[config.mk]
export PLATFORM = sky130hd
export DESIGN_NAME = fifo_wr_arbiter
export DESIGN_NICKNAME = d
export VERILOG_FILES = /design/src/rtl/fifo_wr_arbiter.sv
export SDC_FILE = /design/constraint.sdc
export NUM_CORES = 1
export LEC_CHECK = 0
export CAP_MARGIN = 25
export CORE_ASPECT_RATIO = 0.75
export CORE_MARGIN = 4
export CORE_UTILIZATION = 27
export DETAILED_ROUTE_END_ITERATION = 10
export PLACE_DENSITY_LB_ADDON = 0.12
export SLEW_MARGIN = 0
export SYNTH_ARGS = -nofsm -noshare
export SYNTH_HDL_FRONTEND = slang
export SYNTH_SLANG_ARGS = --single-unit
export TNS_END_PERCENT = 10
[constraint.sdc]
create_clock -name wclk -period 2.1 [get_ports wclk]
set_clock_uncertainty 0.15 [all_clocks]
set_input_delay 0.63 -clock wclk [delete_from_list [all_inputs] [get_ports wclk]]
set_output_delay 0.63 -clock wclk [all_outputs]
set_load 0.01 [all_outputs]
[src/rtl/fifo_wr_arbiter.sv]
// rtl/fifo_wr_arbiter.sv - round-robin burst-locking arbiter for an async FIFO write port
module fifo_wr_arbiter #(
    parameter int NUM_REQ    = 4,
    parameter int DATA_WIDTH = 32,
    parameter int MAX_BEATS  = 16
) (
    input  logic                          wclk,
    input  logic                          wrst_n,
    input  logic [NUM_REQ-1:0]            req_valid,
    input  logic [NUM_REQ-1:0]            req_last,
    input  logic [NUM_REQ*DATA_WIDTH-1:0] req_data,
    output logic [NUM_REQ-1:0]            req_ready,
    input  logic                          wfull,
    output logic                          wpush,
    output logic [DATA_WIDTH-1:0]         wdata,
    output logic [NUM_REQ-1:0]            grant,
    output logic                          busy
);

    localparam int PTR_W = $clog2(NUM_REQ);
    localparam int CNT_W = $clog2(MAX_BEATS + 1);

    typedef enum logic {S_IDLE, S_LOCKED} state_e;

    state_e             state_q, state_d;
    logic [NUM_REQ-1:0] grant_q, grant_d;
    logic [PTR_W-1:0]   rr_ptr_q, rr_ptr_d;
    logic [CNT_W-1:0]   beat_cnt_q, beat_cnt_d;

    logic [PTR_W-1:0]   owner_idx;
    logic [PTR_W-1:0]   pick_idx;
    logic [PTR_W-1:0]   scan_idx;
    logic               pick_found;
    logic               owner_last;
    logic               burst_end;

    always_ff @(posedge wclk or negedge wrst_n) begin
        if (!wrst_n) begin
            state_q    <= S_IDLE;
            grant_q    <= '0;
            rr_ptr_q   <= '0;
            beat_cnt_q <= '0;
        end else begin
            state_q    <= state_d;
            grant_q    <= grant_d;
            rr_ptr_q   <= rr_ptr_d;
            beat_cnt_q <= beat_cnt_d;
        end
    end

    always_comb begin
        owner_idx = '0;
        for (int i = 0; i < NUM_REQ; i++) begin
            if (grant_q[i]) owner_idx = PTR_W'(i);
        end
    end

    // First valid requester at or after rr_ptr, wrapping modulo NUM_REQ.
    always_comb begin
        pick_found = 1'b0;
        pick_idx   = '0;
        scan_idx   = '0;
        for (int k = 0; k < NUM_REQ; k++) begin
            scan_idx = PTR_W'((int'(rr_ptr_q) + k) % NUM_REQ);
            if (!pick_found && req_valid[scan_idx]) begin
                pick_found = 1'b1;
                pick_idx   = scan_idx;
            end
        end
    end

    assign owner_last = |(grant_q & req_last);
    assign burst_end  = wpush && (owner_last || (beat_cnt_q == CNT_W'(MAX_BEATS - 1)));

    always_comb begin
        state_d    = state_q;
        grant_d    = grant_q;
        rr_ptr_d   = rr_ptr_q;
        beat_cnt_d = beat_cnt_q;
        case (state_q)
            S_IDLE: begin
                if (pick_found) begin
                    state_d    = S_LOCKED;
                    grant_d    = {{(NUM_REQ-1){1'b0}}, 1'b1} << pick_idx;
                    beat_cnt_d = '0;
                end
            end
            S_LOCKED: begin
                if (burst_end) begin
                    state_d    = S_IDLE;
                    grant_d    = '0;
                    rr_ptr_d   = (owner_idx == PTR_W'(NUM_REQ - 1)) ? '0 : owner_idx + PTR_W'(1);
                    beat_cnt_d = '0;
                end else if (wpush) begin
                    beat_cnt_d = beat_cnt_q + CNT_W'(1);
                end
            end
            default: begin
                state_d = S_IDLE;
                grant_d = '0;
            end
        endcase
    end

    // Everything below depends only on registered grant, so reset clears it at once.
    always_comb begin
        req_ready = '0;
        wpush     = 1'b0;
        wdata     = '0;
        busy      = (state_q == S_LOCKED);
        if (state_q == S_LOCKED) begin
            req_ready = grant_q & {NUM_REQ{~wfull}};
            wpush     = (|(grant_q & req_valid)) & ~wfull;
            for (int i = 0; i < NUM_REQ; i++) begin
                if (grant_q[i]) wdata = wdata | req_data[i*DATA_WIDTH +: DATA_WIDTH];
            end
        end
    end

    assign grant = grant_q;

endmodule

# == Yosys cells after proc, flatten, opt, wreduce, memory -nomap -nowiden ==
# Cells that the tools add are included.
# word_totals
register_bits,12
latch_bits,0
ram_bits,0
romBits,0
in_bits,139
out_inout_bits,42
wordCells,81
memories,0
# op_classes
add_sub_neg,5
n_mul,0
n_div,0
magnitude_cmp,4
eq_ne,5
shifts,1
mux,40
n_bitwise,9
reduce_logical,13
# ops
op,n
$mux W32,8
$or A32 B32 Y32,3
$mux W5,3
$mux W2,7
$and A4 B4 Y4,3
$lt A2 B3 Y1 const B,4
$mux W1,12
$mux W4,3
$pmux W5 S2,1
$bmux W1 S2,4
$pmux W4 S2,1
$reduce_or A4 Y1,2
$reduce_and A2 Y1,3
$add A5 B1 Y5 const B,1
$eq A5 B4 Y1 const B,1
$add A2 B1 Y2 const B,2
$add A2 B2 Y2 const B,2
$logic_and A1 B1 Y1,4
$shl A1 B2 Y4 const A,1
$logic_not A1 Y1,3
$ne A3 B2 Y1 const B,1
$eq A2 B2 Y1 const B,1
$ne A2 B1 Y1 const B,1
$ne A2 B2 Y1 const B,1
other kinds (4),5

# == Depth between registers and ports, before layout ==
# Gate-level depths: netlist of run 1.
# logic_depth
ltp_word,15
mapped_depth,7
ltp_nobuf,7

# == Worst setup path before layout of run 1 ==
# No wires, ideal clock.
# synth_path
path_type,reg-to-output
start,"register grant_q[2], in the netlist grant[2]"
end,output port wdata[10]
t_arrival_ps,1233
setup_slack_ps,87
stages_incl_launch_ff,5
path_buffers,2
path_cell_list,dfrtp_1 -> buf_2 -> buf_1 -> a22oi_1 -> a21oi_1
# synth_via
elab_chain_len,5
# synth_rtl
element,line_no,rtl
"start, declared",26,"logic [NUM_REQ-1:0] grant_q, grant_d;"
"start signal, assigned",45,grant_q <= grant_d;
$mux W32 (*),115,if (grant_q[i]) wdata = wdata | req_data[i*DATA_WIDTH +: DATA_WIDTH];
$mux W32 (*),111,if (state_q == S_LOCKED) begin
$or A32 B32 Y32,115,
$mux W32 (*),115,
$mux W32 (*),111,
"end, declared",15,"output logic [DATA_WIDTH-1:0] wdata,"
# Mark *: on every way between the ends. The rest lies on a longest branch, timed or not. The select of a mux whose other input is x is not followed.

# == Worst setup path after layout of run 1 ==
# layout_path
start,"register grant_q[2], in the netlist grant[2]"
end,output port wdata[0]
# Same word-level chain as after synthesis.

==> report_table.html, run 1 <==
<table>
<tr><th>Metric</th><th>Value</th></tr>
<tr><th colspan="2">Outcome</th></tr>
<tr><td>Outcome</td><td>finished, violations left</td></tr>
<tr><td>Failing checks</td><td>setup timing</td></tr>
<tr><th colspan="2">Critical path</th></tr>
<tr><td>Type of the setup path with the least slack</td><td>reg2out</td></tr>
<tr><td>CP Data Arrival Time</td><td>around 1400 ps</td></tr>
<tr><td>Critical path destination</td><td>wdata[0]</td></tr>
<tr><td>CP startpoint</td><td>grant[2]$_DFFE_PN0P_</td></tr>
<tr><td>Worst r2r src</td><td>beat_cnt_q[0]$_DFFE_PN0P_</td></tr>
<tr><td>Maximum fanout along the worst path</td><td>20</td></tr>
<tr><td>Worst reg-to-reg path cell count</td><td>7</td></tr>
<tr><td>Endpoint of the worst register-to-register path</td><td>beat_cnt_q[4]$_DFFE_PN0P_</td></tr>
<tr><td>CP endpoint kind</td><td>primary output</td></tr>
<tr><td>Crit path depth</td><td>4</td></tr>
<tr><td>Cell class contributing the biggest share of worst-path delay</td><td>flip-flops</td></tr>
<tr><td>Reg-to-reg slack, setup</td><td>roughly 50 ps</td></tr>
<tr><td>Sequence of cells on the critical path</td><td>buf_12 -&gt; a22oi_1 -&gt; a21oi_1 -&gt; buf_2</td></tr>
<tr><td>Total buffers and inverters traversed by the critical path</td><td>2</td></tr>
<tr><td>Crit-path max cell delay</td><td>between 400 and 500 ps</td></tr>
<tr><td>Sort of element at the start of the critical path</td><td>flip-flop</td></tr>
<tr><td>Required @ worst endpoint</td><td>between 1000 and 1500 ps</td></tr>
<tr><td>Cell type of the slowest stage on the worst timing path</td><td>dfrtp_2</td></tr>
<tr><th colspan="2">Cells and area</th></tr>
<tr><td>Non-filler cells in the finished layout</td><td>464</td></tr>
<tr><td>Cell area after layout</td><td>0.00350 mm^2</td></tr>
<tr><td>Share of final-layout standard cells stronger than drive strength 1</td><td>0.330</td></tr>
<tr><td>Final nets</td><td>~530</td></tr>
<tr><td>Area growth syn-to-layout</td><td>134%</td></tr>
<tr><td>Final-layout fill cell count</td><td>between 500 and 600</td></tr>
<tr><th colspan="2">Global routing</th></tr>
<tr><td>GR Util met1</td><td>0.276</td></tr>
<tr><td>GRT Residual Overflow</td><td>0</td></tr>
<tr><td>Global-route wire length before repair</td><td>between 10000 and 15000 um</td></tr>
<tr><td>Largest net degree at the start of global routing</td><td>30</td></tr>
<tr><td>Global route hottest layer</td><td>met2</td></tr>
<tr><td>Met3 routing resource usage after global routing</td><td>0.0653</td></tr>
<tr><td>Met2 usage</td><td>0.408</td></tr>
<tr><td>Global-route usage over all layers</td><td>0.232</td></tr>
<tr><td>Antenna violations before repair</td><td>1</td></tr>
<tr><td>Via count of the first global-routing pass</td><td>around 2500</td></tr>
<tr><th colspan="2">STA</th></tr>
<tr><td>Actual transition at the worst max-transition pin</td><td>between 500 and 600 ps</td></tr>
<tr><td>Highest clock frequency the design can meet</td><td>around 0.46 GHz</td></tr>
<tr><td>Final setup viols</td><td>12</td></tr>
<tr><td>Post-route setup slack</td><td>-51.5 ps</td></tr>
<tr><td>Final slew viol count</td><td>0</td></tr>
<tr><td>Time the final worst path needs with I/O delays and setup</td><td>about 2200 ps</td></tr>
<tr><td>Max_slew headroom</td><td>0.609</td></tr>
<tr><td>RSZ-0062 raised after global routing</td><td>yes</td></tr>
<tr><td>Crit share post-route</td><td>1.02</td></tr>
<tr><td>Total negative slack</td><td>-177 ps</td></tr>
<tr><td>Number of endpoints with negative hold slack in the final report</td><td>0</td></tr>
<tr><th colspan="2">CTS</th></tr>
<tr><td>Buffer cell driving the clock tree root</td><td>clkbuf_8</td></tr>
<tr><td>CTS clock-pin slew for the worst setup and hold paths</td><td>approximately 50 ps</td></tr>
<tr><td>Clock latency reported for the late side of the worst-skew pair</td><td>approximately 240 ps</td></tr>
<tr><td>Clock H-tree levels</td><td>1</td></tr>
<tr><td>Clock tree from TritonCTS</td><td>built</td></tr>
<tr><td>CTS sink count</td><td>12</td></tr>
<tr><td>CTS buffer count</td><td>3</td></tr>
<tr><td>Longest Clk Path Bufs</td><td>2</td></tr>
<tr><td>Number of hold buffers added after cts</td><td>0</td></tr>
<tr><th colspan="2">Placement</th></tr>
<tr><td>HPWL after detailed placement</td><td>between 6000 and 7000 um</td></tr>
<tr><td>Placed Cells incl. Taps</td><td>~460</td></tr>
<tr><td>Gpl congestion</td><td>slightly below 0.9</td></tr>
<tr><td>Input/output buffers</td><td>between 150 and 200</td></tr>
<tr><td>Placed Instance Area</td><td>0.00357 mm^2</td></tr>
<tr><th colspan="2">Pwr</th></tr>
<tr><td>Power density over cell area</td><td>1020 mW/mm^2</td></tr>
<tr><td>Static leakage</td><td>0.00158 uW</td></tr>
<tr><td>Peak supply drop</td><td>about 410 uV</td></tr>
<tr><th colspan="2">Logic synthesis</th></tr>
<tr><td>Netlist Area Pre-Place</td><td>0.00150 mm^2</td></tr>
<tr><td>Mapped Nets</td><td>337</td></tr>
<tr><td>Fraction of synthesized cell area taken by the top area cell type</td><td>0.331</td></tr>
<tr><td>Flip-flop and latch count after synthesis</td><td>12</td></tr>
<tr><td>Count of mapped cells out of synthesis</td><td>slightly below 200</td></tr>
<tr><td>Synthesis warning total</td><td>0</td></tr>
<tr><td>Number of different library cells in the post-synthesis netlist</td><td>39</td></tr>
<tr><td>Post-Synthesis Mean Instance Area</td><td>about 7.6 um^2</td></tr>
<tr><td>Most area-consuming cells after synthesis</td><td>a22oi_1 (33%), dfrtp_1 (20%), a21oi_1 (11%)</td></tr>
<tr><td>Flip-flop cell with the highest count after synthesis</td><td>dfrtp_1</td></tr>
<tr><td>Count of flip-flops with a built-in enable after synthesis</td><td>0</td></tr>
<tr><td>Most common cell in the netlist</td><td>a22oi_1</td></tr>
<tr><td>Most common library cells after synthesis</td><td>a22oi_1 (66), a21oi_1 (33), dfrtp_1 (12)</td></tr>
<tr><td>Most area-hungry cell type in the Yosys netlist</td><td>a22oi_1</td></tr>
<tr><td>Share of synthesized flip-flops with an asynchronous set or reset</td><td>1.00</td></tr>
<tr><td>Sequential fraction of the synthesis area</td><td>0.201</td></tr>
<tr><th colspan="2">Min path</th></tr>
<tr><td>Hold WC Path Type</td><td>reg2reg</td></tr>
<tr><th colspan="2">Die</th></tr>
<tr><td>Die width</td><td>around 94 um</td></tr>
<tr><td>Vert. Die Dim</td><td>between 70 and 80 um</td></tr>
<tr><td>Number of cell rows</td><td>23</td></tr>
<tr><td>I/O pin total</td><td>approximately 180</td></tr>
<tr><td>Initial standard-cell utilization of the core</td><td>0.280</td></tr>
<tr><td>Total die area</td><td>just under 0.007 mm^2</td></tr>
<tr><td>Standard cell core area</td><td>0.00535 mm^2</td></tr>
<tr><th colspan="2">Job</th></tr>
<tr><td>Max-cap violations</td><td>0</td></tr>
<tr><th colspan="2">Drt</th></tr>
<tr><td>Number of DRC violations after detailed routing</td><td>0</td></tr>
<tr><td>Post-detailed-route count of antenna-violating nets</td><td>0</td></tr>
<tr><td>DR vias/cell</td><td>around 5.5</td></tr>
<tr><td>Total vias in the final route</td><td>roughly 2500</td></tr>
<tr><td>DRT iter0 DRCs</td><td>103</td></tr>
<tr><td>Wire length reported by the detailed router</td><td>8750 um</td></tr>
<tr><td>Router iterations before antenna repair</td><td>5</td></tr>
<tr><td>DR WL/cell</td><td>18.9 um</td></tr>
</table>
-- flip-flops by register name, indices dropped and copies added (netlist names) --
register and flops:
beat_cnt_q 5, busy 1, rr_ptr_q 2, grant 4
-- worst reg2reg max path: cells and delay by family, from the launching register on --
| kind | cells | cell delay (ps) |
|---|---|---|
| DFF | 1 | 420 |
| AOI/OAI and AO/OA | 3 | 530 |
| and+or+nand+nor | 2 | 430 |
| adders and majority gates | 2 | 420 |
-- kinds of logic (layout without fill, tap and decap cells) --
| kind of cell | after synthesis | count (layout) | share of synthesized area |
|---|---|---|---|
| AO/OA/AOI/OAI | 127 | 127 | 0.594 |
| XOR/XNOR | 1 | 1 | 0.00585 |
| adder cells (fa/ha/maj) | 2 | 2 | 0.0167 |
| buffers and inverters | 22 | 214 | 0.0635 |
| flip-flops | 12 | 12 | 0.201 |
| multiplexers | 1 | 1 | 0.00669 |
| other | 0 | 1 | 0 |
| AND/OR/NAND/NOR | 31 | 31 | 0.112 |
-- per-stage QoR --
stage | total power (uW) | setup WS, ps | hold slack, ps | utilization
after floorplan | 1820 | 87.5 | 184 | -
after global placement | 3540 | -832 | 344 | 0.667
after detailed placement | 3570 | -846 | 366 | 0.667
after CTS | 3400 | -97.8 | 374 | 0.624
after global routing | 3830 | -99.3 | 380 | 0.653
final | 3560 | -51.5 | 380 | 0.653
-- cells in the final DEF, fill, tap and decap left out, types with 4 or more instances in the layout --
cell type        count
clkdlybuf4s50_1      5
nand2_1              4
nor2_1               5
buf_4               20
a21oi_1             29
a22oi_1             30
and2_1               4
buf_2               40
o2bb2ai_1            4
dfrtp_2              4
o21ai_0              5
nand3_1              5
dlygate4sd2_1      131
a21oi_2              5
buf_12               5
dfrtp_1              8
a22oi_2             38
-- area by class of cell --
| type | count | area [um^2] | area share |
|---|---|---|---|
| antenna | 1 | 2.50 | 0.000716 |
| timing repair buffer | 208 | 1730 | 0.496 |
| sequential | 12 | 305 | 0.0873 |
| multi-input combinational | 162 | 1300 | 0.373 |
| clock buffer | 3 | 41.3 | 0.0118 |
| inverter | 3 | 16.3 | 0.00465 |
| tap | 75 | 93.8 | 0.0268 |
-- timing repair --
action / in CTS / in global routing
pin swaps: 95 / 19
setup endpoints to repair: 51 / 40
gates resized for setup: 318 / 34
buffers inserted: 2 / 0
-- worst min-delay path by stage --
stage / cells past startpoint / startpoint / endpoint / slack [ps]
3_3_place_gp: 2 / beat_cnt_q[4]$_DFFE_PN0P_ / beat_cnt_q[4]$_DFFE_PN0P_ / 340
5_1_grt: 1 / beat_cnt_q[0]$_DFFE_PN0P_ / beat_cnt_q[0]$_DFFE_PN0P_ / 380
6_report: 1 / beat_cnt_q[0]$_DFFE_PN0P_ / beat_cnt_q[0]$_DFFE_PN0P_ / 380
4_1_cts: 1 / beat_cnt_q[0]$_DFFE_PN0P_ / beat_cnt_q[0]$_DFFE_PN0P_ / 370
2_1_floorplan: 0 / wrst_n / beat_cnt_q[0]$_DFFE_PN0P_ / 180
3_5_place_dp: 1 / beat_cnt_q[0]$_DFFE_PN0P_ / beat_cnt_q[0]$_DFFE_PN0P_ / 370
-- power by group --
part	switching (uW)	internal [uW]
sequential	128	320
combinational	1480	1420
clock	83.8	126
total	1700	1870
-- per-layer routing --
| layer | routed length, um | up-vias | part of all wire |
|---|---|---|---|
| met5 | 0 | - | 0 |
| met4 | 187 | 0 | 0.021 |
| met3 | 773 | 18 | 0.088 |
| met2 | 4450 | 136 | 0.51 |
| met1 | 3330 | 1200 | 0.38 |
| li1 | - | 1185 | - |
No activity file was read; power rests on OpenSTA's default activity.
==> inputs of run 2 (changes only) <==
--- a/config.mk
+++ b/config.mk
@@ -6,10 +6,10 @@
 export NUM_CORES = 1
 export LEC_CHECK = 0
 export CAP_MARGIN = 25
-export CORE_ASPECT_RATIO = 0.75
-export CORE_MARGIN = 4
-export CORE_UTILIZATION = 27
+export CORE_AREA = 4 4 68 70
 export DETAILED_ROUTE_END_ITERATION = 10
+export DIE_AREA = 0 0 72 74
+export DONT_BUFFER_PORTS = 1
 export PLACE_DENSITY_LB_ADDON = 0.12
 export SLEW_MARGIN = 0
 export SYNTH_ARGS = -nofsm -noshare
==> report_table.html, run 2 (same netlist as run 1, synthesis figures left out) <==
<table>
<tr><th>Metric</th><th>Value</th></tr>
<tr><th colspan="2">Pwr</th></tr>
<tr><td>Power density over cell area</td><td>1620 mW/mm^2 (was 1020 mW/mm^2)</td></tr>
<tr><td>Static leakage</td><td>0.000671 uW (was 0.00158 uW)</td></tr>
<tr><td>Peak supply drop</td><td>745 uV (was 412 uV)</td></tr>
<tr><td>Final Total Pwr</td><td>3280 uW (was 3560 uW)</td></tr>
<tr><th colspan="2">CTS</th></tr>
<tr><td>Longest Clk Path Bufs</td><td>2 (unchanged)</td></tr>
<tr><td>Clock tree from TritonCTS</td><td>built (unchanged)</td></tr>
<tr><td>Buffer cell driving the clock tree root</td><td>clkbuf_8 (unchanged)</td></tr>
<tr><td>CTS sink count</td><td>12 (unchanged)</td></tr>
<tr><td>CTS buffer count</td><td>3 (unchanged)</td></tr>
<tr><td>CTS clock-pin slew for the worst setup and hold paths</td><td>60 ps (was 50 ps)</td></tr>
<tr><td>Buffers inserted by post-CTS timing repair</td><td>0 (was 2)</td></tr>
<tr><td>Clock latency reported for the late side of the worst-skew pair</td><td>240 ps (about the same)</td></tr>
<tr><td>Clock H-tree levels</td><td>1 (unchanged)</td></tr>
<tr><th colspan="2">Drt</th></tr>
<tr><td>DRT iter0 DRCs</td><td>81 (was 103)</td></tr>
<tr><td>Router iterations before antenna repair</td><td>4 (was 5)</td></tr>
<tr><td>DR vias/cell</td><td>7.17 (was 5.47)</td></tr>
<tr><td>DR WL/cell</td><td>26.2 um (was 18.9 um)</td></tr>
<tr><td>Post-detailed-route count of antenna-violating nets</td><td>0 (unchanged)</td></tr>
<tr><td>Total vias in the final route</td><td>1886 (was 2539)</td></tr>
<tr><td>Number of DRC violations after detailed routing</td><td>0 (unchanged)</td></tr>
<tr><td>Wire length reported by the detailed router</td><td>6890 um (was 8750 um)</td></tr>
<tr><th colspan="2">Critical path</th></tr>
<tr><td>Cell type of the slowest stage on the worst timing path</td><td>dfrtp_2 (unchanged)</td></tr>
<tr><td>Crit-path max cell delay</td><td>490 ps (was 470 ps)</td></tr>
<tr><td>Maximum fanout along the worst path</td><td>13 (was 20)</td></tr>
<tr><td>Crit path depth</td><td>4 (unchanged)</td></tr>
<tr><td>CP endpoint kind</td><td>primary output (unchanged)</td></tr>
<tr><td>Sort of element at the start of the critical path</td><td>flip-flop (unchanged)</td></tr>
<tr><td>Type of the setup path with the least slack</td><td>reg2out (unchanged)</td></tr>
<tr><td>Sequence of cells on the critical path</td><td>buf_12 -&gt; a22oi_1 -&gt; a21oi_1 -&gt; buf_4 (was buf_12 -&gt; a22oi_1 -&gt; a21oi_1 -&gt; buf_2)</td></tr>
<tr><td>CP Data Arrival Time</td><td>1370 ps (about the same)</td></tr>
<tr><td>Worst reg-to-reg path cell count</td><td>7 (unchanged)</td></tr>
<tr><td>Total buffers and inverters traversed by the critical path</td><td>2 (unchanged)</td></tr>
<tr><td>Cell class contributing the biggest share of worst-path delay</td><td>flip-flops (unchanged)</td></tr>
<tr><td>Required @ worst endpoint</td><td>1320 ps (about the same)</td></tr>
<tr><th colspan="2">Die</th></tr>
<tr><td>Standard cell core area</td><td>0.00397 mm^2 (was 0.00535 mm^2)</td></tr>
<tr><td>Vert. Die Dim</td><td>74 um (was 72.5 um)</td></tr>
<tr><td>I/O pin total</td><td>181 (unchanged)</td></tr>
<tr><td>Die width</td><td>72 um (was 94.0 um)</td></tr>
<tr><td>Total die area</td><td>0.00533 mm^2 (was 0.00681 mm^2)</td></tr>
<tr><td>Initial standard-cell utilization of the core</td><td>0.377 (was 0.280)</td></tr>
<tr><td>Number of cell rows</td><td>23 (unchanged)</td></tr>
<tr><th colspan="2">Min path</th></tr>
<tr><td>Number of stages on the worst hold path</td><td>1 (unchanged)</td></tr>
<tr><td>Hold WC Path Type</td><td>reg2reg (unchanged)</td></tr>
<tr><th colspan="2">Placement</th></tr>
<tr><td>HPWL after detailed placement</td><td>5390 um (was 6990 um)</td></tr>
<tr><td>Input/output buffers</td><td>0 (was 180)</td></tr>
<tr><td>Gpl congestion</td><td>0.898 (was 0.864)</td></tr>
<tr><td>Worst slack after detailed placement</td><td>59.6 ps (was -846 ps)</td></tr>
<tr><td>Placed Cells incl. Taps</td><td>257 (was 458)</td></tr>
<tr><th colspan="2">STA</th></tr>
<tr><td>Post-route setup slack</td><td>-51.9 ps (was -51.5 ps)</td></tr>
<tr><td>Highest clock frequency the design can meet</td><td>0.465 GHz (about the same)</td></tr>
<tr><td>Crit share post-route</td><td>1.02 (about the same)</td></tr>
<tr><td>Actual transition at the worst max-transition pin</td><td>587 ps (was 585 ps)</td></tr>
<tr><td>Time the final worst path needs with I/O delays and setup</td><td>2150 ps (about the same)</td></tr>
<tr><td>Max_slew headroom</td><td>0.607 (was 0.609)</td></tr>
<tr><td>Final setup viols</td><td>22 (was 12)</td></tr>
<tr><td>Number of endpoints with negative hold slack in the final report</td><td>0 (unchanged)</td></tr>
<tr><td>RSZ-0062 raised after global routing</td><td>yes (unchanged)</td></tr>
<tr><td>Final slew viol count</td><td>0 (unchanged)</td></tr>
<tr><td>Hold Worst Slack</td><td>361 ps (was 380 ps)</td></tr>
<tr><th colspan="2">Global routing</th></tr>
<tr><td>Global-route wire length before repair</td><td>9600 um (was 12500 um)</td></tr>
<tr><td>Antenna violations before repair</td><td>0 (was 1)</td></tr>
<tr><td>Global-route usage over all layers</td><td>0.235 (was 0.232)</td></tr>
<tr><td>GRT Residual Overflow</td><td>0 (unchanged)</td></tr>
<tr><td>Via count of the first global-routing pass</td><td>1809 (was 2513)</td></tr>
<tr><td>Largest net degree at the start of global routing</td><td>26 (was 30)</td></tr>
<tr><th colspan="2">Cells and area</th></tr>
<tr><td>Final antenna diode count</td><td>0 (was 1)</td></tr>
<tr><td>End-of-flow core utilization</td><td>0.511 (was 0.653)</td></tr>
<tr><td>Number of flip-flops in the largest register</td><td>5 (unchanged)</td></tr>
<tr><td>Final nets</td><td>355 (was 531)</td></tr>
<tr><td>Share of final-layout standard cells stronger than drive strength 1</td><td>0.394 (was 0.330)</td></tr>
<tr><td>Area growth syn-to-layout</td><td>35.6% (was 134%)</td></tr>
<tr><td>Leading cell types in the layout, fill and taps excluded</td><td>a22oi_1 (49), buf_4 (23), a21oi_2 (20), a22oi_2 (19), a21oi_1 (14) (was dlygate4sd2_1 (131), buf_2 (40), a22oi_2 (38), a22oi_1 (30), a21oi_1 (29))</td></tr>
<tr><td>Most frequent standard cell in the layout excluding fill and tap cells</td><td>a22oi_1 (was dlygate4sd2_1)</td></tr>
<tr><td>Non-filler cells in the finished layout</td><td>263 (was 464)</td></tr>
<tr><td>Top reg by flops</td><td>beat_cnt_q (unchanged)</td></tr>
<tr><th colspan="2">Job</th></tr>
<tr><td>Max-cap violations</td><td>0 (unchanged)</td></tr>
<tr><th colspan="2">Outcome</th></tr>
<tr><td>Outcome</td><td>finished, violations left (unchanged)</td></tr>
<tr><td>Failing checks</td><td>setup timing (unchanged)</td></tr>
</table>
## run 2: cell count changes in the layout (fill, tap and decap cells not counted), moves of 2 or more
cell,previous run,this run
a22oi_2,38,19
a21oi_2,5,20
buf_4,20,23
a21oi_1,29,14
clkdlybuf4s50_1,5,0
dlygate4sd2_1,131,0
dlymetal6s2s_1,2,0
buf_2,40,0
a22oi_1,30,49
## run 2: worst register-to-register path: cells and delay by family, from the launching register on
kind / cells / cell delay [ps]
simple gates: 2 / 390
compound gates: 3 / 590
fa+ha+maj: 2 / 430
flops: 1 / 400
## run 2: path summary, 6_finish.rpt
path                                           start                         to  slack [ps]
setup / recovery                grant[2]$_DFFE_PN0P_                  wdata[18]         -50
hold / removal             beat_cnt_q[0]$_DFFE_PN0P_  beat_cnt_q[0]$_DFFE_PN0P_         360
setup reg to reg           beat_cnt_q[0]$_DFFE_PN0P_       grant[2]$_DFFE_PN0P_          70
hold reg to reg            beat_cnt_q[0]$_DFFE_PN0P_  beat_cnt_q[0]$_DFFE_PN0P_         360
max in group asynchronous                     wrst_n       grant[0]$_DFFE_PN0P_         700
min in group asynchronous                     wrst_n  beat_cnt_q[4]$_DFFE_PN0P_         680
## run 2: per-layer routing
metal,GRT usage,wire length (um)
met5,0,0
met4,0.0605,85
met3,0.0770,727
met2,0.376,3440
met1,0.307,2640
## run 2: final cells by class
cell class	count	area, um^2
Inverter	3	16.3
Sequential cell	12	304
Fill cell	388	1940
Clock buffer	4	55.1
Multi-Input combinational cell	162	1260
Tap cell	50	62.6
Timing Repair Buffer	32	329
## run 2: repair_timing
action                                 in CTS  in global routing
endpoints found under the hold margin      12                  0
hold buffers                                1                  0
gates cloned                                1                  0
pin swaps                                   3                  2
gates resized for setup                    30                 17
setup endpoints to repair                  33                 40
## run 2: stage by stage
step | TNS, ps | instance area (um^2)
detailed placement | 0 | 1740
global route | -2420 | 2030
finish | -577 | 2030
CTS | -871 | 1960
floorplan | 0 | 1500
global placement | 0 | 1740
## run 2: power by group
part	leakage, uW	internal, uW	total [uW]	switching, uW
Combinational	0.000502	1170	2570	1400
Clock	0.0000288	166	258	92.1
Sequential	0.000140	318	450	131
